[src/rtl/mem_arb_pkg.sv]
// Shared types and constants for the IF/D memory port arbiter.
package mem_arb_pkg;

    typedef enum logic {
        OWN_IF = 1'b0,
        OWN_D  = 1'b1
    } owner_e;

    localparam int DEF_ADDR_W = 12;
    localparam int DEF_DATA_W = 32;

    // Wide enough for any practical DATA_W; users slice the low DATA_W/8 bits.
    localparam int MAX_BE_W = 128;
    localparam logic [MAX_BE_W-1:0] BE_ALL_ONES = '1;

endpackage

[src/rtl/mem_port_arbiter_sat_counter.sv]
// Saturating up-counter with synchronous clear; holds at all-ones instead of wrapping.
module sat_counter #(
    parameter int CNT_W = 16
) (
    input  logic             clk,
    input  logic             rst,
    input  logic             i_inc,
    input  logic             i_clear,
    output logic [CNT_W-1:0] o_count
);

    logic [CNT_W-1:0] r_count;

    always_ff @(posedge clk or posedge rst) begin
        if (rst)
            r_count <= '0;
        else if (i_clear)
            r_count <= '0;
        else if (i_inc && (r_count != '1))
            r_count <= r_count + CNT_W'(1);
    end

    assign o_count = r_count;

endmodule

[src/rtl/mem_port_arbiter.sv]
// Arbitrates a single-port SRAM between fetch (IF) and data (D) ports.
// Build option: MEM_ARB_RR_EN selects round-robin; default is fixed D-over-IF priority.
module mem_port_arbiter
    import mem_arb_pkg::*;
#(
    parameter int ADDR_W = DEF_ADDR_W,
    parameter int DATA_W = DEF_DATA_W,
    parameter int CNT_W  = 16
) (
    input  logic                clk,
    input  logic                rst,
    input  logic                if_req,
    input  logic [ADDR_W-1:0]   if_addr,
    output logic                if_gnt,
    output logic                if_rvalid,
    output logic [DATA_W-1:0]   if_rdata,
    input  logic                d_req,
    input  logic                d_we,
    input  logic [DATA_W/8-1:0] d_be,
    input  logic [ADDR_W-1:0]   d_addr,
    input  logic [DATA_W-1:0]   d_wdata,
    output logic                d_gnt,
    output logic                d_rvalid,
    output logic [DATA_W-1:0]   d_rdata,
    output logic                mem_en,
    output logic                mem_we,
    output logic [DATA_W/8-1:0] mem_be,
    output logic [ADDR_W-1:0]   mem_addr,
    output logic [DATA_W-1:0]   mem_wdata,
    input  logic [DATA_W-1:0]   mem_rdata,
    output logic [CNT_W-1:0]    conflict_cnt
);

    localparam int BE_W = DATA_W / 8;
    localparam logic [BE_W-1:0] BE_ONES = BE_ALL_ONES[BE_W-1:0];

    owner_e r_last_owner;
    owner_e r_resp_owner;
    logic   r_resp_valid;
    logic   w_d_wins;
    logic   w_conflict;

    assign w_conflict = if_req & d_req;

`ifdef MEM_ARB_RR_EN
    // On a conflict the port that did not own the last grant goes next.
    assign w_d_wins = d_req & (~if_req | (r_last_owner == OWN_IF));
`else
    assign w_d_wins = d_req;
`endif

    assign d_gnt  = ~rst & w_d_wins;
    assign if_gnt = ~rst & if_req & ~w_d_wins;

    assign mem_en    = if_gnt | d_gnt;
    assign mem_we    = d_gnt & d_we;
    assign mem_be    = (d_gnt && d_we) ? d_be : BE_ONES;
    assign mem_addr  = d_gnt ? d_addr : if_addr;
    assign mem_wdata = d_wdata;

    always_ff @(posedge clk or posedge rst) begin
        if (rst) begin
            r_last_owner <= OWN_IF;
            r_resp_valid <= 1'b0;
            r_resp_owner <= OWN_IF;
        end else begin
            r_resp_valid <= mem_en;
            if (mem_en) begin
                r_resp_owner <= d_gnt ? OWN_D : OWN_IF;
                r_last_owner <= d_gnt ? OWN_D : OWN_IF;
            end
        end
    end

    // Read data needs no register: the SRAM output is already one cycle behind the grant.
    assign if_rvalid = ~rst & r_resp_valid & (r_resp_owner == OWN_IF);
    assign d_rvalid  = ~rst & r_resp_valid & (r_resp_owner == OWN_D);
    assign if_rdata  = mem_rdata;
    assign d_rdata   = mem_rdata;

    sat_counter #(
        .CNT_W (CNT_W)
    ) u_conflict_cnt (
        .clk     (clk),
        .rst     (rst),
        .i_inc   (w_conflict),
        .i_clear (1'b0),
        .o_count (conflict_cnt)
    );

endmodule

[config.mk]
export PLATFORM = sky130hd
export DESIGN_NAME = mem_port_arbiter
export DESIGN_NICKNAME = d
export VERILOG_FILES = /design/src/rtl/mem_arb_pkg.sv /design/src/rtl/mem_port_arbiter_sat_counter.sv /design/src/rtl/mem_port_arbiter.sv
export SDC_FILE = /design/constraint.sdc
export NUM_CORES = 1
export LEC_CHECK = 0
export CAP_MARGIN = 20
export CORE_AREA = 2 2 90 92
export DETAILED_ROUTE_END_ITERATION = 10
export DIE_AREA = 0 0 92 94
export GPL_TIMING_DRIVEN = 0
export PLACE_DENSITY_LB_ADDON = 0.08
export SYNTH_ARGS = -nofsm -noshare
export SYNTH_HDL_FRONTEND = slang
export SYNTH_HIERARCHICAL = 1
export SYNTH_SLANG_ARGS = --single-unit
[constraint.sdc]
create_clock -name clk -period 2.15 [get_ports clk]
set_input_delay 0.645 -clock clk [delete_from_list [all_inputs] [get_ports clk]]
set_output_delay 0.645 -clock clk [all_outputs]
set_load 0.005 [all_outputs]
==> flow_summary.ini <==
[detailed_routing]
met1Wirelength_microns = 2220
vias = 2181
wl_per_cell_microns = 12.1
wl_microns = 6240
drt-initial-drc-count = 84
wl_met3_microns = 558
drtAntennaViolNets = 0
drc = 0
first_pass_iters = 4
viasPerCell = 4.23
wl_met2_microns = 3440
highest_layer = met4

[synth]
syn_area_sq_um = 1990
yosysUniqueCellTypes = 38
synth.avg_cell_area_sq_um = 8.61
async_flop_share_pct = 100
ys_seq_area_share_pct = 22.6
synth_edf_count = 0
syn_nets = 329
synthCells = 231
yosys_warnings = 6
ys_ff_latch = 18
synthFlopType = dfrtp_1

[worst_setup_path]
crit_chain = buf_8 > nand2b_4 > buf_12 > buf_4 > mux2_4 > buf_6
rr_endpoint = u_conflict_cnt/o_count[12]
critPathLaunch = rst
rr_worst_depth = 6
cp_max_fo = 7
worstSetupPathType = input port to output pin
crit_slowest_cell = mux2_4
cp.arrival_ps = 1570
slowest_delay_ps = 290
ff2ff_setup_slack_ps = 140
crit_path_start_kind = input port
r2r-start = u_conflict_cnt/o_count[0]
crit_end = mem_addr[8]
cp.required_ps = 1500
critPathCaptureType = output pin

[finish]
layout-drive-gt1-share_pct = 39.5
layout.nets = 513
n_fill_cell = 716
syn2layout_area_growth_pct = 99.5
antenna_cells = 0

[sta]
fin_hold_ws_ps = 235
slew_headroom_pct = 57.0
rsz0062_at_grt = true
fin_crit_sh_pct = 103
min_period_ps = 2210
setup_viol = 8
fin_skew_ps = 3.06
tightest_slew_ps = 645
final-max-slew-violation-count = 0
tns_ps = -350
finalWorstSetupSlack_ps = -64.1
clock.fmax_mhz = 452
finalHoldViolCount = 0

[grt]
grt_first_pass_wirelength_microns = 9220
antenna_found_initial = 0
overflow = 0
grt_pass1_vias = 1985
grt_max_degree = 17
grt.total_usage_pct = 12.8

[placement]
dp_hpwl_microns = 5100
dp_worst_setup_slack_ps = -872
port_buffers = 166
gp_congestion = 0.743

[clocking]
cts_tree = done
clk_latency_ps = 250
cts.sinks = 18
cts_max_level = 1
clock_path_buffers = 2
cts_root_buffer = clkbuf_8
clkTransAtPathRegs_ps = 70
numCtsBuffers = 3

[run_status]
violations = setup timing
outcome = finished with violations

[power]
powerDensity_nw_per_um2 = 282
ir_drop_v = 0.000188
total_power_uw = 1120
leakage_uw = 0.00181

[die]
rows = 32
fp.coreArea_sq_um = 7610
die_x_microns = 92
die_h_microns = 94
initial_core_util_pct = 26.2
dieArea_sq_um = 8650
pin_count = 231

[min_path]
hold_path_class = input port to asynchronous set/reset pin

[flow_run]
cap_violations = 0
-- through the flow --
| step | instance area [sq um] | instances | util [%] |
|---|---|---|---|
| after CTS | 3940 | 514 | 51.8 |
| final | 3970 | 515 | 52.2 |
| after detailed placement | 3780 | 499 | 49.7 |
| after floorplan | 1990 | 231 | - |
| after global routing | 3970 | 515 | 52.2 |
| after global placement | 3780 | 499 | 49.7 |
-- cell type report --
type | instances | area [sq um] | area share [%]
buffer | 101 | 774 | 19.5
clock buffer | 3 | 41.3 | 1.04
inverter | 7 | 26.3 | 0.662
multi-input combinational | 105 | 800 | 20.1
sequential | 18 | 450 | 11.3
tap | 102 | 128 | 3.22
timing repair buffer | 179 | 1750 | 44.1
-- worst max-delay path: cells and delay by family --
family	cells	cell delay [ps]
buffers and inverters	4	480
and+or+nand+nor	1	150
muxes	1	290
-- routing by layer --
metal	vias to the layer above	track usage [%]
met5	-	0
met4	0	1.49
met3	5	2.89
met2	123	26.0
met1	989	13.7
li1	1064	-
-- synth_stat cells, types with 2 or more instances --
| cell | n | area share [%] |
|---|---|---|
| or2_2 | 4 | 1.3 |
| nor4_1 | 3 | 0.94 |
| nand4_1 | 4 | 1.3 |
| dfrtp_1 | 18 | 23 |
| mux2_4 | 8 | 6.0 |
| and3_1 | 2 | 0.63 |
| a21oi_1 | 12 | 3.0 |
| inv_1 | 7 | 1.3 |
| mux2_2 | 6 | 3.4 |
| nor3_1 | 4 | 1.0 |
| or4_1 | 6 | 2.3 |
| o41ai_1 | 2 | 0.88 |
| o31ai_1 | 5 | 1.9 |
| nand2b_1 | 2 | 0.63 |
| nand2_1 | 6 | 1.1 |
| nor2_1 | 5 | 0.94 |
| or3_1 | 6 | 1.9 |
| nand3_1 | 7 | 1.8 |
| o21ai_0 | 6 | 1.5 |
| nor2b_1 | 4 | 1.3 |
| buf_4 | 97 | 37 |
-- sequential cells by signal (all words and copies together) (netlist names) --
name and count:
u_conflict_cnt/o_count 16, r_resp_valid 1, r_resp_owner 1
-- repair_timing --
action / CTS / global route
buffers inserted: 13 / 1
hold endpoints to repair: 0 / 0
hold buffers: 0 / 0
resized for setup: 112 / 7
setup endpoints to repair: 31 / 13
pin swaps: 2 / 1
-- power by group --
group	internal, uW	switching (uW)
clock network	124	112
registers	344	5.84
logic	402	132
total	871	250
-- how the worst min path moves through the flow --
stage / cells past startpoint / end / from
2_1_floorplan: 1 / r_resp_owner / rst
3_3_place_gp: 2 / r_resp_owner / r_resp_owner
3_5_place_dp: 2 / r_resp_owner / r_resp_owner
4_1_cts: 2 / r_resp_valid / rst
5_1_grt: 2 / r_resp_valid / rst
6_report: 2 / r_resp_valid / rst
-- layout by cell type (no fill, tap or decap), drive strengths merged, types with 7 or more instances in the layout --
master         instances
a21oi                 12
or4                    8
buf                  130
nand3                  7
clkdlybuf4s50        140
mux2                  14
dfrtp                 18
or3                    7
inv                    7
-- logic make-up after synthesis --
logic type               count (synthesis)  share of synthesized area [%]
other                                    1                          0.188
AND/OR/NAND/NOR                         62                           19.6
multiplexers                            15                           9.94
flip-flops                              18                           22.6
AO/OA/AOI/OAI                           26                           7.61
adder cells (fa/ha/maj)                  1                          0.629
buffers and inverters                  108                           39.4
Power figures use the tool's default switching activity.
